**config.mk**
```make
export PLATFORM = sky130hd
export DESIGN_NAME = video_pattern_source
export DESIGN_NICKNAME = d
export VERILOG_FILES = /design/src/rtl/video_pkg.sv /design/src/rtl/video_timing_ctr.sv /design/src/rtl/video_pattern_source.sv
export SDC_FILE = /design/constraint.sdc
export NUM_CORES = 1
export LEC_CHECK = 0
export ABC_CLOCK_PERIOD_IN_PS = 3800
export CELL_PAD_IN_SITES_DETAIL_PLACEMENT = 0
export CELL_PAD_IN_SITES_GLOBAL_PLACEMENT = 1
export CORE_MARGIN = 1.5
export CORE_UTILIZATION = 40
export DETAILED_ROUTE_END_ITERATION = 6
export MAX_ROUTING_LAYER = met4
export PLACE_DENSITY_LB_ADDON = 0.05
export RECOVER_POWER = 50
export REMOVE_ABC_BUFFERS = 1
export SKIP_LAST_GASP = 1
export SLEW_MARGIN = 20
export SYNTH_ARGS = -nofsm -noshare
export SYNTH_HDL_FRONTEND = slang
export SYNTH_HIERARCHICAL = 1
export SYNTH_SLANG_ARGS = --single-unit
```
**constraint.sdc**
```tcl
create_clock -name clk -period 3.8 [get_ports clk]
set_input_delay 0.76 -clock clk [delete_from_list [all_inputs] [get_ports clk]]
set_output_delay 0.76 -clock clk [all_outputs]
set_load 0.02 [all_outputs]
```
**src/rtl/video_pkg.sv**
```systemverilog
// video_pkg: shared mode/state types and colour-bar constants for the pattern source
package video_pkg;
  typedef enum logic [1:0] {MODE_RAMP, MODE_CHECKER, MODE_BARS, MODE_CONST} mode_t;
  typedef enum logic [2:0] {IDLE, VSYNC, VBACK, ACTIVE, VFRONT} state_t;
  localparam logic [7:0][15:0] BAR_RGB = {
    16'h0000, 16'h001F, 16'hF800, 16'hF81F, 16'h07E0, 16'h07FF, 16'hFFE0, 16'hFFFF
  };
endpackage

```
**src/rtl/video_timing_ctr.sv**
```systemverilog
// video_timing_ctr: pixel/line counters and the line-granular frame state machine
module video_timing_ctr
  import video_pkg::*;
#(
  parameter int H_ACT       = 640,
  parameter int H_BLANK     = 160,
  parameter int VSYNC_LINES = 3,
  parameter int V_BACK      = 2,
  parameter int V_ACT       = 480,
  parameter int V_FRONT     = 2
) (
  input  logic        clk,
  input  logic        rst,
  input  logic        en,
  output logic [15:0] hcnt,
  output logic [15:0] vcnt,
  output logic        line_end,
  output logic        frame_end,
  output logic        frame_start,
  output logic        idle,
  output logic        vsync_line,
  output logic        active_line,
  output logic        active
);
  localparam int LT = H_ACT + H_BLANK;
  localparam state_t AFTER_ACTIVE = V_FRONT > 0 ? VFRONT : IDLE;
  localparam state_t AFTER_VBACK  = V_ACT > 0 ? ACTIVE : AFTER_ACTIVE;
  localparam state_t AFTER_VSYNC  = V_BACK > 0 ? VBACK : AFTER_VBACK;
  localparam state_t LAST = V_FRONT > 0 ? VFRONT : V_ACT > 0 ? ACTIVE : V_BACK > 0 ? VBACK : VSYNC;
  state_t state, nxt;
  logic [15:0] lines;
  logic last_line;
  // decode the current position; empty states are skipped via the AFTER_* chain
  always_comb begin
    idle        = state == IDLE;
    vsync_line  = state == VSYNC;
    active_line = state == ACTIVE;
    active      = active_line && hcnt < 16'(H_ACT);
    lines       = state == VSYNC ? 16'(VSYNC_LINES) : state == VBACK ? 16'(V_BACK) :
                  state == ACTIVE ? 16'(V_ACT) : 16'(V_FRONT);
    last_line   = vcnt == lines - 16'd1;
    line_end    = !idle && hcnt == 16'(LT - 1);
    frame_end   = line_end && last_line && state == LAST;
    frame_start = en && (idle || frame_end);
    nxt         = state == LAST ? (en ? VSYNC : IDLE) : state == VSYNC ? AFTER_VSYNC :
                  state == VBACK ? AFTER_VBACK : AFTER_ACTIVE;
  end
  // advance pixel and line counters, stepping the state machine at the last line of each state
  always_ff @(posedge clk or posedge rst) begin
    if (rst) begin
      state <= IDLE;
      hcnt  <= '0;
      vcnt  <= '0;
    end else if (idle) begin
      if (en) state <= VSYNC;
    end else if (line_end) begin
      hcnt <= '0;
      vcnt <= last_line ? '0 : vcnt + 16'd1;
      if (last_line) state <= nxt;
    end else begin
      hcnt <= hcnt + 16'd1;
    end
  end
endmodule

```
**src/rtl/video_pattern_source.sv**
```systemverilog
// video_pattern_source: CMOS-style vsync/href/data source with selectable test patterns
module video_pattern_source
  import video_pkg::*;
#(
  parameter int   IMG_HDISP   = 640,
  parameter int   IMG_VDISP   = 480,
  parameter int   H_BLANK     = 160,
  parameter int   VSYNC_LINES = 3,
  parameter int   V_BACK      = 2,
  parameter int   V_FRONT     = 2,
  parameter logic VSYNC_VALID = 1'b1,
  parameter int   DATA_W      = 8,
  parameter int   FRAME_CNT_W = 8
) (
  input  logic                   clk,
  input  logic                   rst,
  input  logic                   en,
  input  logic [1:0]             mode,
  input  logic [15:0]            const_val,
  output logic                   vsync,
  output logic                   href,
  output logic [DATA_W-1:0]      data,
  output logic                   clken,
  output logic [15:0]            pix_x,
  output logic [15:0]            pix_y,
  output logic [FRAME_CNT_W-1:0] frame_cnt,
  output logic                   frame_done,
  output logic                   busy
);
  localparam int BPP   = 16 / DATA_W;
  localparam int BAR_W = IMG_HDISP / 8;
  logic [15:0] hcnt, vcnt, x, px, const_q, bar_px;
  logic [2:0] bar_idx;
  logic line_end, frame_end, frame_start, idle, vsync_line, active_line, active, last_byte;
  mode_t mode_q;
  video_timing_ctr #(
    .H_ACT(IMG_HDISP * BPP), .H_BLANK(H_BLANK), .VSYNC_LINES(VSYNC_LINES),
    .V_BACK(V_BACK), .V_ACT(IMG_VDISP), .V_FRONT(V_FRONT)
  ) u_ctr (
    .clk(clk), .rst(rst), .en(en), .hcnt(hcnt), .vcnt(vcnt), .line_end(line_end),
    .frame_end(frame_end), .frame_start(frame_start), .idle(idle),
    .vsync_line(vsync_line), .active_line(active_line), .active(active)
  );
  // pixel column and the RGB565 value for the current position
  always_comb begin
    x         = hcnt >> (BPP - 1);
    last_byte = BPP == 1 || hcnt[0];
    px        = mode_q == MODE_RAMP ? x + vcnt + 16'(frame_cnt) :
                mode_q == MODE_CHECKER ? {16{x[3] ^ vcnt[3]}} :
                mode_q == MODE_BARS ? BAR_RGB[bar_idx] : const_q;
  end
  // pattern selection is frozen for a whole frame, captured as the frame starts
  always_ff @(posedge clk or posedge rst) begin
    if (rst) begin
      mode_q  <= MODE_RAMP;
      const_q <= '0;
    end else if (frame_start) begin
      mode_q  <= mode_t'(mode);
      const_q <= const_val;
    end
  end
  // bar-width counter walks the eight colour bars along the active line
  always_ff @(posedge clk or posedge rst) begin
    if (rst) begin
      bar_px  <= '0;
      bar_idx <= '0;
    end else if (line_end) begin
      bar_px  <= '0;
      bar_idx <= '0;
    end else if (active && last_byte) begin
      bar_px <= bar_px == 16'(BAR_W - 1) ? '0 : bar_px + 16'd1;
      if (bar_px == 16'(BAR_W - 1)) bar_idx <= bar_idx + 3'd1;
    end
  end
  // registered outputs; the high byte goes out on the even cycle of each pixel
  always_ff @(posedge clk or posedge rst) begin
    if (rst) begin
      vsync      <= ~VSYNC_VALID;
      href       <= 1'b0;
      clken      <= 1'b0;
      data       <= '0;
      pix_x      <= '0;
      pix_y      <= '0;
      frame_cnt  <= '0;
      frame_done <= 1'b0;
      busy       <= 1'b0;
    end else begin
      vsync      <= vsync_line ? VSYNC_VALID : ~VSYNC_VALID;
      href       <= active;
      clken      <= active;
      data       <= active ? DATA_W'(BPP == 2 && !hcnt[0] ? px >> 8 : px) : '0;
      pix_x      <= active ? x : '0;
      pix_y      <= active_line ? vcnt : vsync_line ? '0 : pix_y;
      frame_cnt  <= frame_cnt + FRAME_CNT_W'(frame_end);
      frame_done <= frame_end;
      busy       <= !idle;
    end
  end
endmodule

```
==> results.ini <==
[outcome]
outcome = complete, but fails checks
failed_checks = max-capacitance violations, max-slew violations

[cts]
clk_pin_slew_ns = 0.06
cts_resized = 0
clockBufferDepth = 2
cts_made_buffers = 17
root_buffer = clkbuf_16
cts_max_level = 4
cts_sinks = 123
cts_setup_buffers = 0
cts_tree = yes
worstSkewPairLatency_ns = 0.42
hold_buffers = 0

[critical_path]
crit_required_ns = 4.10
crit_cells = 13
cpPeakStageDelay_ns = 0.47
endpoint = frame_cnt[6]
r2r_cells = 13
worstPathArrival_ns = 3.61
cp-start-kind = register
worstPathCellList = and3b_1 > inv_1 > ha_1 > xnor2_1 > nand4_1 > a2111oi_4 > and3b_1 > and3_1 > ha_1 > ha_1 > and3_1 > nand3_1 > xnor2_1
cp.buffers_inverters = 1
path_class = register to register
cp_top_family = simple AND/OR/NAND/NOR gates
regToRegSetupSlack_ns = 0.49
crit_slowest_cell = dfrtp_1
reg2reg_to = frame_cnt[6]
reg2reg_from = u_ctr/state[2]
cp_max_fo = 10
critPathCaptureType = register
startpoint = u_ctr/state[2]
crit_top_cell = ha_1

[grt]
grtUsageTotal = 0.2146
grt_pass1_vias = 5096
grt_pass1_wl_mm = 28.17
overflow = 0
grt_max_degree = 37
grt_antenna_before_repair = 0

[timing]
setup_viol = 0
maxSlewHeadroom = -0.3322
slew_violations = 72
fin_crit_sh = 0.8708
post-route-min-period_ns = 3.309
worstMarginPinSlew_ns = 1.998
final.setup.tns_ns = 0
clock_skew_ns = 0.008637
rsz0062_at_grt = no
hold_violations = 0
hold-worst-slack_ns = 0.4919
max_freq_ghz = 0.3022

[routing]
drt_iter0_markers = 322
viasPerCell = 5.328
routed_wl_mm = 17.30
firstDrtPassIters = 5
drc_errors = 0
wl_per_cell_um = 17.95
via_count = 5136
antenna_left = 0

[power]
power_density_nw_per_um2 = 476.5
total_power_mw = 3.967
clockPowerShare = 0.455
internal_power_mw = 2.891
comb_power_share = 0.145
p_leak_nw = 3.738
power_frac_seq = 0.400
netSwitchingFraction = 0.2713
max-vdd-ir-drop_mv = 0.3133
switchingPower_mw = 1.076

[floorplan]
dieArea_sq_um = 17810
die_y_um = 133.4
rows = 47
ios = 74
start_util = 0.4104
core-area_sq_um = 16580
die_w_um = 133.4

[finish]
final_util = 0.5020
seq_area_sq_um = 3078
drive_above_1_share = 0.1156
multiInputGateArea_sq_um = 3471
fin_cells = 964
syn_to_final_growth_pct = 22.32
fillers = 1503
antenna_cells = 0
nets = 789

[synth]
ys_ff_latch = 123
synth.distinct_cells = 73
synthTopCellsByCount = dfrtp_1 (123), nor2_1 (63), nand2_1 (56)
ys_top_cells_by_area = dfrtp_1 (45%), ha_1 (5.1%), xnor2_1 (4.2%)
async_flop_share = 1.000
synth_edf_count = 0
ys_seq_area_frac = 0.4522
syn_avg_cell_area_sq_um = 10.27
yosysMostFrequentCell = dfrtp_1
synth_largest_area_cell = dfrtp_1
synth_top_cell_area_share = 0.4522
ys.flop_type = dfrtp_1
syn_inst = 663
synth_area_sq_um = 6807
yosysWarnings = 6

[run]
cap_violations = 2

[hold_path]
holdCritStartpoint = pix_y[15]
hold_path.class = register to register

[placed_design]
dp_hpwl_mm = 12.96
place.gp.congestion = 0.8986
dp_cells = 932
io_buffers = 72

==> per-layer routing <==
metal / GRT usage / vias up / wire, um
met5: - / - / 0
met4: 0.05012 / 0 / 238
met3: 0.05251 / 21 / 724
met2: 0.3428 / 143 / 8426
met1: 0.2766 / 2498 / 7914
li1: - / 2474 / -
==> final cells by class <==
cell class              count  share of cell area
repair buffers             81             0.09528
multi-input cells         496              0.4169
well taps                 220             0.03306
flip-flops and latches    123              0.3697
clock inverters            11             0.02284
clock buffers              21             0.05651
inverters                  12            0.005711
==> metrics by stage <==
step           worst slack [ns]  area [sq um]
2_1_floorplan          -0.08213          6619
3_3_place_gp             0.5922          7700
5_1_grt                  0.3056          8325
6_report                 0.4909          8325
4_1_cts                  0.5159          8361
3_5_place_dp             0.5200          7700
==> power by group through the flow <==
stage	clock network, mW	registers [mW]	logic [mW]
4_1_cts	1.84	1.59	0.578
3_5_place_dp	0	1.61	0.573
5_1_grt	1.92	1.61	0.641
6_report	1.81	1.59	0.574
3_3_place_gp	0	1.60	0.564
2_1_floorplan	0	1.57	0.397
==> worst min path at each step <==
stage,end,slack (ns),cells past startpoint
after detailed placement,pix_y[1],0.49,1
after floorplan,const_q[9],0.47,1
after global routing,pix_y[15],0.53,1
after CTS,pix_y[15],0.50,1
final,pix_y[15],0.49,1
after global placement,pix_y[0],0.48,1
==> sequential cells by signal, indices dropped and copies added, names as in the netlist, 2 cells and up <==
name	count
u_ctr/vcnt	16
u_ctr/state	3
frame_cnt	8
u_ctr/hcnt	16
const_q	16
bar_idx	3
pix_y	16
mode_q	2
pix_x	15
bar_px	16
data	8
==> cells by family after synthesis <==
family                     after synthesis  synth area share
DFF                                    123            0.4522
other                                    1         0.0005509
and+or+nand+nor                        258            0.2031
adders and majority gates               37           0.07794
buffers and inverters                   44           0.03603
xor gates and xnor gates                55           0.07188
AOI/OAI and AO/OA                      118            0.1131
muxes                                   27           0.04522
==> layout by cell type, fill, tap and decap left out, drive strengths merged, types with 4 or more instances in the layout <==
| cell | Yosys | routed |
|---|---|---|
| dfrtp | 123 | 123 |
| clkdlybuf4s50 | 0 | 71 |
| nor2 | 64 | 64 |
| nand2 | 56 | 56 |
| o21ai | 37 | 37 |
| xnor2 | 34 | 34 |
| a21oi | 34 | 34 |
| nand3 | 30 | 30 |
| ha | 28 | 28 |
| clkbuf | 17 | 23 |
| xor2 | 21 | 21 |
| nand4 | 21 | 21 |
| mux2 | 20 | 20 |
| and2 | 18 | 18 |
| and3 | 16 | 16 |
| nand2b | 15 | 15 |
| inv | 11 | 10 |
| nor3 | 10 | 10 |
| fa | 9 | 9 |
| buf | 14 | 7 |
| a31oi | 6 | 6 |
| mux2i | 6 | 6 |
| a22o | 6 | 6 |
| a21o | 5 | 5 |
| nor2b | 5 | 5 |
| bufinv | 0 | 5 |
| clkinv | 1 | 5 |
| o211ai | 4 | 4 |
| a21boi | 4 | 4 |
| or2 | 4 | 4 |
| o22ai | 4 | 4 |
Note: power is estimated with default switching activity, not from simulation.
